--- src/rtl/fx_pt_round_sat.sv ---
// fx_pt_round_sat
//   Output stage placed after the fixed-point adder. Takes the widened
//   (2*WIDTH+1)-bit sum, rescales it by SH = FRAC_IN-FRAC_OUT bits with
//   optional round-half-up, then saturates to WIDTH bits in the adder's
//   number format (0 unsigned, 1 two's complement, 2 sign-magnitude).
//   Two register stages with valid/ready flow control, plus a saturating
//   counter of overflowing output transfers.
//
// Ports
//   clk        rising-edge clock
//   rst_n      asynchronous active-low reset
//   in_valid   in_sum is valid
//   in_ready   stage can accept in_sum this cycle
//   in_sum     adder sum, 2*WIDTH+1 bits
//   out_valid  out_res is valid
//   out_ready  consumer accepts out_res
//   out_res    rounded, saturated result, WIDTH bits
//   out_ovf    out_res was clamped (qualified by out_valid)
//   clr_cnt    synchronous clear of ovf_cnt (wins over an increment)
//   ovf_cnt    number of overflowing output transfers, sticks at all-ones
module fx_pt_round_sat #(
  parameter int SGN      = 1,
  parameter int WIDTH    = 5,
  parameter int FRAC_IN  = 4,
  parameter int FRAC_OUT = 0,
  parameter int RND_MODE = 1,
  parameter int CNT_W    = 8
) (
  input  logic               clk,
  input  logic               rst_n,
  input  logic               in_valid,
  output logic               in_ready,
  input  logic [2*WIDTH:0]   in_sum,
  output logic               out_valid,
  input  logic               out_ready,
  output logic [WIDTH-1:0]   out_res,
  output logic               out_ovf,
  input  logic               clr_cnt,
  output logic [CNT_W-1:0]   ovf_cnt
);

  localparam int IN_W = 2*WIDTH + 1;
  localparam int SH   = FRAC_IN - FRAC_OUT;
  // One extra bit so the rounding add can never wrap.
  localparam int RW   = IN_W + 1;

  localparam logic [RW-1:0] RND_ONE = RW'(1);
  localparam logic [RW-1:0] RND     = (RND_MODE == 1 && SH > 0) ?
                                      (RND_ONE << ((SH > 0) ? SH - 1 : 0)) : '0;
  localparam logic [RW-1:0] U_MAX   = RW'((1 << WIDTH) - 1);
  localparam logic [RW-1:0] S_MAX   = RW'((1 << (WIDTH - 1)) - 1);

  if (SGN < 0 || SGN > 2) begin : g_bad_sgn
    $error("fx_pt_round_sat: illegal SGN=%0d (legal: 0, 1, 2)", SGN);
  end
  if (FRAC_IN < FRAC_OUT) begin : g_bad_frac
    $error("fx_pt_round_sat: FRAC_IN (%0d) < FRAC_OUT (%0d)", FRAC_IN, FRAC_OUT);
  end

  // ---------------------------------------------------------------- state
  logic              s1_valid_q;
  logic [RW-1:0]     s1_r_q;
  logic              s1_sign_q;
  logic              out_valid_q;
  logic [WIDTH-1:0]  out_res_q;
  logic              out_ovf_q;
  logic [CNT_W-1:0]  ovf_cnt_q;

  // ------------------------------------------------------------ handshake
  logic s2_free, in_fire, s2_load, out_fire;

  // s2_free looks only at out_ready and state, so in_ready never depends
  // on in_valid.
  assign s2_free  = !out_valid_q || out_ready;
  assign in_ready = !s1_valid_q || s2_free;
  assign in_fire  = in_valid && in_ready;
  assign s2_load  = s1_valid_q && s2_free;
  assign out_fire = out_valid_q && out_ready;

  // -------------------------------------------------------- stage 1 comb
  logic [RW-1:0] ext_w, sum_w, s1_r_d;
  logic          s1_sign_d;

  always_comb begin
    ext_w     = '0;
    s1_sign_d = 1'b0;
    case (SGN)
      0:       ext_w = {1'b0, in_sum};
      1:       ext_w = {in_sum[IN_W-1], in_sum};
      default: begin
        // Sign-magnitude: round the magnitude alone, carry the sign aside.
        ext_w     = {2'b00, in_sum[IN_W-2:0]};
        s1_sign_d = in_sum[IN_W-1];
      end
    endcase
    sum_w = ext_w + RND;
    // Arithmetic shift for two's complement makes ties go toward +inf.
    if (SGN == 1) s1_r_d = $signed(sum_w) >>> SH;
    else          s1_r_d = sum_w >> SH;
  end

  // -------------------------------------------------------- stage 2 comb
  logic [WIDTH-1:0] out_res_d;
  logic             out_ovf_d;

  always_comb begin
    out_res_d = '0;
    out_ovf_d = 1'b0;
    case (SGN)
      0: begin
        if (s1_r_q > U_MAX) begin
          out_res_d = '1;
          out_ovf_d = 1'b1;
        end else begin
          out_res_d = s1_r_q[WIDTH-1:0];
        end
      end
      1: begin
        if ($signed(s1_r_q) > $signed(S_MAX)) begin
          out_res_d = {1'b0, {(WIDTH-1){1'b1}}};
          out_ovf_d = 1'b1;
        end else if ($signed(s1_r_q) < $signed(~S_MAX)) begin
          // ~S_MAX is -2^(WIDTH-1) at RW bits.
          out_res_d = {1'b1, {(WIDTH-1){1'b0}}};
          out_ovf_d = 1'b1;
        end else begin
          out_res_d = s1_r_q[WIDTH-1:0];
        end
      end
      default: begin
        if (s1_r_q > S_MAX) begin
          out_res_d = {s1_sign_q, {(WIDTH-1){1'b1}}};
          out_ovf_d = 1'b1;
        end else if (s1_r_q == '0) begin
          // A magnitude that rounded to zero is always emitted as +0.
          out_res_d = '0;
        end else begin
          out_res_d = {s1_sign_q, s1_r_q[WIDTH-2:0]};
        end
      end
    endcase
  end

  // ------------------------------------------------------------ registers
  always_ff @(posedge clk or negedge rst_n) begin
    if (!rst_n) begin
      s1_valid_q  <= 1'b0;
      s1_r_q      <= '0;
      s1_sign_q   <= 1'b0;
      out_valid_q <= 1'b0;
      out_res_q   <= '0;
      out_ovf_q   <= 1'b0;
      ovf_cnt_q   <= '0;
    end else begin
      // Stage 1 refills in the same cycle it hands its word to stage 2.
      if (in_fire) begin
        s1_valid_q <= 1'b1;
        s1_r_q     <= s1_r_d;
        s1_sign_q  <= s1_sign_d;
      end else if (s2_load) begin
        s1_valid_q <= 1'b0;
      end

      // Stage 2 only changes when it is empty or being drained, which
      // keeps out_res/out_ovf stable across a stall.
      if (s2_load) begin
        out_valid_q <= 1'b1;
        out_res_q   <= out_res_d;
        out_ovf_q   <= out_ovf_d;
      end else if (out_ready) begin
        out_valid_q <= 1'b0;
      end

      if (clr_cnt) begin
        ovf_cnt_q <= '0;
      end else if (out_fire && out_ovf_q && (ovf_cnt_q != '1)) begin
        ovf_cnt_q <= ovf_cnt_q + 1'b1;
      end
    end
  end

  assign out_valid = out_valid_q;
  assign out_res   = out_res_q;
  assign out_ovf   = out_ovf_q;
  assign ovf_cnt   = ovf_cnt_q;

endmodule

--- config.mk ---
export PLATFORM = sky130hd
export DESIGN_NAME = fx_pt_round_sat
export DESIGN_NICKNAME = d
export VERILOG_FILES = /design/src/rtl/fx_pt_round_sat.sv
export SDC_FILE = /design/constraint.sdc
export NUM_CORES = 1
export LEC_CHECK = 0
export BUFFER_PORTS_ARGS = -buffer_cell sky130_fd_sc_hd__buf_4
export CAP_MARGIN = 20
export CORE_MARGIN = 2
export CORE_UTILIZATION = 45
export CTS_CLUSTER_SIZE = 10
export DETAILED_ROUTE_END_ITERATION = 12
export PLACE_DENSITY = 0.7
export RECOVER_POWER = 25
export SLEW_MARGIN = 30
export SYNTH_ARGS = -nofsm -noshare
export SYNTH_HDL_FRONTEND = slang
export SYNTH_SLANG_ARGS = --single-unit
--- constraint.sdc ---
create_clock -name clk -period 1.71 [get_ports clk]
set_input_delay 0.171 -clock clk [delete_from_list [all_inputs] [get_ports clk]]
set_output_delay 0.171 -clock clk [all_outputs]
set_load 0.02 [all_outputs]
==> reports/metrics.csv, run 1 <==
stage,metric,value,unit
place,Port-buffer cells,28,
critical_path,Worst R2R Setup Slack,0.14,ns
cells_and_area,Layout Nets,173,
grt,met2 Use GR,33.3,%
yosys,Post-synth top flop,dfrtp_1,
grt,busiest grt layer,met2,
yosys,number of synthesized flops with an enable pin,0,
yosys,Post-Syn Nets,139,
yosys,"count leader, synth",dfrtp_1,
critical_path,Worst R2R Start,out_valid$_DFFE_PN0P_,
yosys,Ys Warns,0,
route,# DRC,0,
die,die height,54.9,um
job,number of max-cap violations,0,
critical_path,Critical Path End Type,register,
route,Vias,961,
grt,first-pass GRT wire length,3730,um
clocking,CTS tree,yes,
cells_and_area,ant diodes,0,
grt,initial antenna violation count,0,
yosys,Yosys reg bits,24,
timing,final setup fails,0,
min_path,Hold Crit Start,in_valid,
die,die width,54.9,um
cells_and_area,# fillers,226,
place,GPL Wtd Cong,0.663,
clocking,root buffer cell,clkbuf_4,
clocking,H-tree depth,1,
yosys,Post-synth top cells,"dfrtp_1 (24), nand2_1 (20), o21ai_0 (18)",
clocking,clock sinks,24,
clocking,Clock Pin Slew Worst Setup and Hold Paths,0.13,ns
yosys,Netlist Area Pre-Place,0.00116,mm^2
place,dpl cell area,0.00142,mm^2
power,Peak VDD IR,530,uV
grt,met1 usage,19.1,%
cells_and_area,final design area excluding fillers,0.00147,mm^2
timing,hold slack,0.0501,ns
route,DR iter-0 viols,11,
status,status,finished clean,
cells_and_area,share of cells above drive strength 1,27.9,%
die,Initial Util,47.5,%
min_path,Worst Hold Depth,2,
critical_path,reg-to-reg endpoint,ovf_cnt[5]$_DFFE_PN0P_,
power,Leak Pwr,0.672,nW
die,area of the die,0.00301,mm^2
cells_and_area,Final Non-Filler Cells,184,
yosys,cell taking the most area after synthesis,dfrtp_1,
critical_path,CP Max Fanout,6,
timing,period utilisation layout,91.6,%
power,P per Cell Area,887,mW/mm^2
yosys,Yosys cell types,27,
grt,M3 GR Usage,2.46,%
yosys,ys async rst share,100,%
timing,headroom to the max-slew limit,60.9,%
min_path,Hold Crit Class,input pin to register,
yosys,"Avg Cell Area, Syn",9.63,um^2
grt,GRT overflow,0,
critical_path,"Req. time, crit path",1.95,ns
timing,post-route minimum period,1.57,ns
grt,vias in the first global route,903,
clocking,Post-CTS Setup Bufs,0,
clocking,Clock Latency Late Sink,0.31,ns
timing,max-slew violations,0,
cells_and_area,Syn-to-layout area delta,26.3,%
clocking,CTS Buffer Depth,2,
yosys,Yosys top cell area share,51.6,%
timing,final hold vios,0,
route,first drt pass iteration count,4,
grt,maximum number of pins on one net before global-route repair,25,
timing,Max Clock Freq,0.639,GHz
yosys,synth top area cells,"dfrtp_1 (52%), o21ai_0 (7.7%), nand2_1 (6.4%)",
die,I/O pin cnt,32,
critical_path,R2R depth,4,
timing,RSZ-0062 raised after global routing,false,
route,final wirelength,2240,um
route,drt via density,5.22,
grt,GRT Total Usage,17.4,%
critical_path,WP data arrival,1.81,ns
die,core area,0.00245,mm^2
route,DR WL/cell,12.2,um
timing,Layout Skew,0.00285,ns
min_path,Hold Path End,s1_valid_q$_DFFE_PN0P_,
critical_path,Setup CP Type,register to register,
yosys,Post-Syn Instances,121,
route,ANT nets after route,0,
clocking,Num CTS Buffers,3,
place,Post-Place Cells,179,
timing,TNS Setup,0,ns
die,Rows,18,
timing,Worst Tran Pin Value,0.586,ns
yosys,sequential fraction of the synthesis area,51.6,%
place,hpwl dp,1730,um
critical_path,Startpoint Class,register,
-- repair_timing --
item / CTS / global route
endpoints found under the setup margin: 0 / 3
gates resized for setup: 0 / 2
endpoints found under the hold margin: 24 / 0
hold buffers: 1 / 0
-- flip-flops by register name (all words and copies together) (netlist names) --
name and flops:
ovf_cnt 8, s1_r_q 8, out_res 5, out_ovf 1, out_valid 1, s1_valid_q 1
-- final cells by class --
type | count | area, um^2 | share of cell area [%]
Multi-Input combinational cell | 92 | 548 | 37.2
Tap cell | 30 | 37.5 | 2.55
Timing Repair Buffer | 32 | 240 | 16.3
Clock buffer | 4 | 36.3 | 2.47
Sequential cell | 24 | 602 | 40.9
Inverter | 2 | 7.51 | 0.510
-- routing by layer --
layer	up-vias	wire (um)
li1	494	-
met1	441	966
met2	22	1150
met3	4	94
met4	0	30
met5	-	0
-- cell usage in the layout, fill, tap and decap left out --
master / netlist / final
xnor2_1: 5 / 5
o21a_1: 1 / 1
nand3_1: 6 / 6
nand4_4: 1 / 1
mux2i_1: 2 / 2
o31ai_1: 2 / 2
and3_4: 1 / 1
nand2_1: 20 / 19
a21oi_1: 5 / 5
buf_4: 0 / 30
nand2_2: 0 / 1
clkbuf_4: 0 / 3
dfrtp_1: 24 / 23
nand4_1: 2 / 2
nand2b_1: 3 / 3
nor2_1: 8 / 8
or3_2: 1 / 1
dfrtp_2: 0 / 1
inv_1: 2 / 2
clkbuf_8: 0 / 1
o21ai_0: 18 / 18
a31o_2: 1 / 1
ha_1: 2 / 2
nand3b_1: 1 / 1
dlygate4sd3_1: 0 / 1
nor3_1: 6 / 6
xor2_1: 2 / 2
or2b_1: 1 / 1
mux2_2: 2 / 2
clkbuf_2: 0 / 1
o2111a_1: 1 / 1
or4_1: 1 / 1
-- how the worst max path moves through the flow --
| stage | slack, ns | from | to | depth (start not counted) |
|---|---|---|---|---|
| floorplan | 0.12 | ovf_cnt[0]$_DFFE_PN0P_ | ovf_cnt[1]$_DFFE_PN0P_ | 5 |
| global placement | 0.19 | ovf_cnt[0]$_DFFE_PN0P_ | ovf_cnt[3]$_DFFE_PN0P_ | 5 |
| detailed placement | 0.14 | ovf_cnt[0]$_DFFE_PN0P_ | ovf_cnt[3]$_DFFE_PN0P_ | 5 |
| CTS | 0.10 | ovf_cnt[0]$_DFFE_PN0P_ | ovf_cnt[3]$_DFFE_PN0P_ | 5 |
| global route | 0.04 | ovf_cnt[4]$_DFFE_PN0P_ | ovf_cnt[3]$_DFFE_PN0P_ | 4 |
| finish | 0.14 | out_valid$_DFFE_PN0P_ | ovf_cnt[5]$_DFFE_PN0P_ | 4 |
-- cell families after synthesis --
kind of cell               synth area share, %
and+or+nand+nor                           22.2
AOI/OAI and AO/OA                         13.5
DFF                                       51.6
xor gates and xnor gates                  5.26
buffers and inverters                     1.61
muxes                                     3.65
adders and majority gates                 2.15
-- power by group --
group	total [mW]	switching, mW	internal (mW)
logic	0.315	0.172	0.143
clock network	0.295	0.165	0.130
registers	0.696	0.0540	0.642
-- through the flow --
| step | worst slack (ns) | util, % | total power [mW] |
|---|---|---|---|
| finish | 0.144 | 59.9 | 1.31 |
| global route | 0.0406 | 59.9 | 1.38 |
| CTS | 0.105 | 59.9 | 1.33 |
| detailed placement | 0.141 | 58.0 | 1.03 |
| global placement | 0.194 | 58.0 | 1.01 |
| floorplan | 0.124 | - | 0.876 |
-- critical path: stages, from the launching register on --
cell and delay, ns:
dfrtp_1 0.43, and3_4 0.24, nand4_4 0.14, or4_1 0.53, a21oi_1 0.16
No activity file was read; power rests on OpenSTA's default activity.
==> inputs of run 2 (changes only) <==
ABC_AREA = 1   (was not set)
CORE_ASPECT_RATIO = 2   (was not set)
PLACE_DENSITY = 0.69   (was 0.7)
==> run 2 against run 1 <==
  * Maximum frequency is 5.2% higher
  * Setup slack better by 0.078 ns
  * Power up 14%
  * Global-route usage is 1.8 points higher
==> reports/metrics.csv, run 2 <==
stage,metric,value,unit,change
timing,final hold vios,0,,unchanged
power,Clk pwr share,22.0,%,-0.6 points
critical_path,WP data arrival,1.69,ns,-0.12 ns
power,Cell Int Power,0.992,mW,+8.4%
yosys,Yosys cell types,23,,-15%
place,Port-buffer cells,28,,unchanged
critical_path,Setup CP Type,register to register,,
timing,Layout Skew,0.00304,ns,+0.000195 ns
route,first drt pass iteration count,4,,unchanged
critical_path,Crit. path cell count,6,,+2
grt,first-pass GRT wire length,4930,um,+32%
yosys,synth top area cells,"dfrtp_1 (47%), nand2_1 (17%), nand3_1 (6.6%)",,
yosys,Yosys top cell area share,46.6,%,-5.0 points
yosys,Ys Warns,0,,unchanged
power,switching power total,0.498,mW,+27%
clocking,CTS Buffer Depth,2,,unchanged
grt,vias in the first global route,1207,,+34%
yosys,Post-synth top flop,dfrtp_1,,
timing,Worst Tran Pin Value,0.571,ns,-0.0153 ns
clocking,Post-CTS Resized,0,,unchanged
critical_path,Startpoint Class,register,,
critical_path,R2R depth,6,,+2
clocking,root buffer cell,clkbuf_8,,
power,logic gate share of total power,28.9,%,+4.8 points
clocking,# hold bufs at CTS,1,,unchanged
clocking,Clock Latency Late Sink,0.26,ns,-0.05 ns
critical_path,slowest CP cell,dfrtp_1,,
cells_and_area,ant diodes,0,,unchanged
status,status,finished clean,,
timing,post-route minimum period,1.49,ns,-0.0779 ns
min_path,Worst Hold Depth,4,,+2
place,GPL Wtd Cong,0.868,,+31%
cells_and_area,share of cells above drive strength 1,23.6,%,-4.3 points
yosys,"Avg Cell Area, Syn",7.67,um^2,-20%
job,number of max-cap violations,0,,unchanged
power,sequential share of power,49.0,%,-4.3 points
critical_path,"Buf+Inv Stages, Crit Path",0,,unchanged
clocking,Post-CTS Setup Bufs,0,,unchanged
yosys,Post-synth top cells,"nand2_1 (58), dfrtp_1 (24), nand3_1 (17)",,
place,hpwl dp,2230,um,+29%
power,Tot Pwr,1.49,mW,+14%
clocking,Clock Pin Slew Worst Setup and Hold Paths,0.08,ns,-0.05 ns
cells_and_area,Syn-to-layout area delta,22.5,%,
clocking,CTS tree,yes,,
route,DR iter-0 viols,20,,+9
yosys,Netlist Area Pre-Place,0.00129,mm^2,+11%
die,I/O pin cnt,32,,unchanged
cells_and_area,Layout Nets,219,,+27%
yosys,ys async rst share,100,%,unchanged
die,Initial Util,47.1,%,-0.36 points
route,ANT nets after route,0,,unchanged
critical_path,CP top delay family,flip-flops,,
cells_and_area,most frequent cells in the layout,"nand2_1 (58), buf_4 (28), dfrtp_1 (24), nand3_1 (17)",,
route,# DRC,0,,unchanged
yosys,Post-Syn Instances,168,,+39%
grt,maximum number of pins on one net before global-route repair,25,,unchanged
yosys,cell taking the most area after synthesis,dfrtp_1,,
min_path,Hold Crit Class,input pin to register,,
die,die height,79.7,um,+45%
cells_and_area,"commonest non-fill, non-tap cell in the layout",nand2_1,,
timing,final setup fails,0,,unchanged
clocking,H-tree depth,1,,unchanged
timing,headroom to the max-slew limit,61.9,%,+1.0 points
yosys,sequential fraction of the synthesis area,46.6,%,-5.0 points
yosys,Yosys reg bits,24,,unchanged
timing,period utilisation layout,87.0,%,-4.6 points
clocking,Num CTS Buffers,3,,unchanged
grt,GRT Total Usage,19.2,%,+1.8 points
timing,RSZ-0062 raised after global routing,false,,
critical_path,worst path cell trace,ha_1 > nand2_2 > nor2_4 > a21oi_2 > nand4_1 > nand2_1,,
cells_and_area,# fillers,269,,+19%
route,final wirelength,2770,um,+24%
die,Rows,27,,+9
cells_and_area,post-layout util,57.7,%,-2.2 points
power,Sw Share,33.4,%,+3.5 points
die,area of the die,0.00333,mm^2,+11%
critical_path,CP Max Fanout,6,,unchanged
yosys,number of synthesized flops with an enable pin,0,,unchanged
yosys,Post-Syn Nets,186,,+34%
timing,Max Clock Freq,0.672,GHz,+5.2%
critical_path,"Req. time, crit path",1.91,ns,-0.04 ns
timing,TNS Setup,0,ns,unchanged
grt,initial antenna violation count,0,,unchanged
route,drt via density,5.21,,-0.15%
critical_path,Crit path largest cell delay,0.45,ns,-0.08 ns
timing,max-slew violations,0,,unchanged
die,die width,41.8,um,-24%
power,Leak Pwr,0.817,nW,+21%
yosys,"count leader, synth",nand2_1,,
power,P per Cell Area,943,mW/mm^2,+6.3%
die,core area,0.00274,mm^2,+11%
power,Peak VDD IR,594,uV,+12%
critical_path,Critical Path End Type,register,,
route,Vias,1189,,+24%
route,DR WL/cell,12.2,um,-0.13%
clocking,clock sinks,24,,unchanged
grt,GRT overflow,0,,unchanged
run 2: cell types whose count changed in the layout (fill, tap and decap cells not counted), sizes merged, moves of 4 or more:
cell and change:
xnor2 -4, nand3 +11, nor3 -6, nand2 +43, inv +15
run 2: tightest hold or removal path, cell delays in order:
cell and delay (ns):
buf_4 0.10, nor2_1 0.04, nand2_1 0.04, o21ai_1 0.05
run 2: logic make-up after synthesis:
logic type,after synthesis,synth area share (%)
simple gates,95,32.6
buf+inv,22,6.99
compound gates,22,9.81
fa+ha+maj,2,1.94
flops,24,46.6
xor+xnor,3,2.04
run 2: per-layer routing:
metal,GRT usage (%),wire length [um],vias to the layer above
met5,0,0,-
met4,12.3,82,0
met3,1.58,88,7
met2,37.3,1630,28
met1,18.4,969,555
li1,-,-,599
run 2: path summary, 6_finish.rpt:
check,from,end,slack [ns]
min in group asynchronous,rst_n,ovf_cnt[3]$_DFFE_PN0P_,0.43
min,clr_cnt,ovf_cnt[4]$_DFFE_PN0P_,0.17
min reg2reg,s1_r_q[0]$_DFFE_PN0P_,s1_r_q[0]$_DFFE_PN0P_,0.49
max,ovf_cnt[0]$_DFFE_PN0P_,ovf_cnt[5]$_DFFE_PN0P_,0.22
max in group asynchronous,rst_n,ovf_cnt[7]$_DFFE_PN0P_,0.90
max reg2reg,ovf_cnt[0]$_DFFE_PN0P_,ovf_cnt[5]$_DFFE_PN0P_,0.22
run 2: stage by stage:
stage / cells / setup slack (ns) / area [um^2] / hold WS, ns
after global placement: 224 / 0.247 / 1530 / 0.0841
final: 228 / 0.222 / 1580 / 0.166
after detailed placement: 224 / 0.241 / 1530 / 0.0834
after global routing: 228 / 0.131 / 1580 / 0.184
after floorplan: 168 / 0.315 / 1290 / -0.125
after CTS: 228 / 0.219 / 1580 / 0.165
run 2: final cells by class:
| class | instances | area, um^2 | area share (%) |
|---|---|---|---|
| Sequential cell | 24 | 601 | 38.0 |
| Multi-Input combinational cell | 122 | 598 | 37.9 |
| Timing Repair Buffer | 30 | 225 | 14.3 |
| Inverter | 20 | 77.6 | 4.91 |
| Clock buffer | 3 | 41.3 | 2.61 |
| Tap cell | 29 | 36.3 | 2.30 |
run 2: power groups by stage:
stage	Clock, mW	Sequential [mW]	Combinational [mW]
global route	0.353	0.744	0.479
CTS	0.334	0.730	0.440
global placement	0	0.735	0.428
detailed placement	0	0.740	0.437
floorplan	0	0.803	0.178
finish	0.328	0.730	0.431
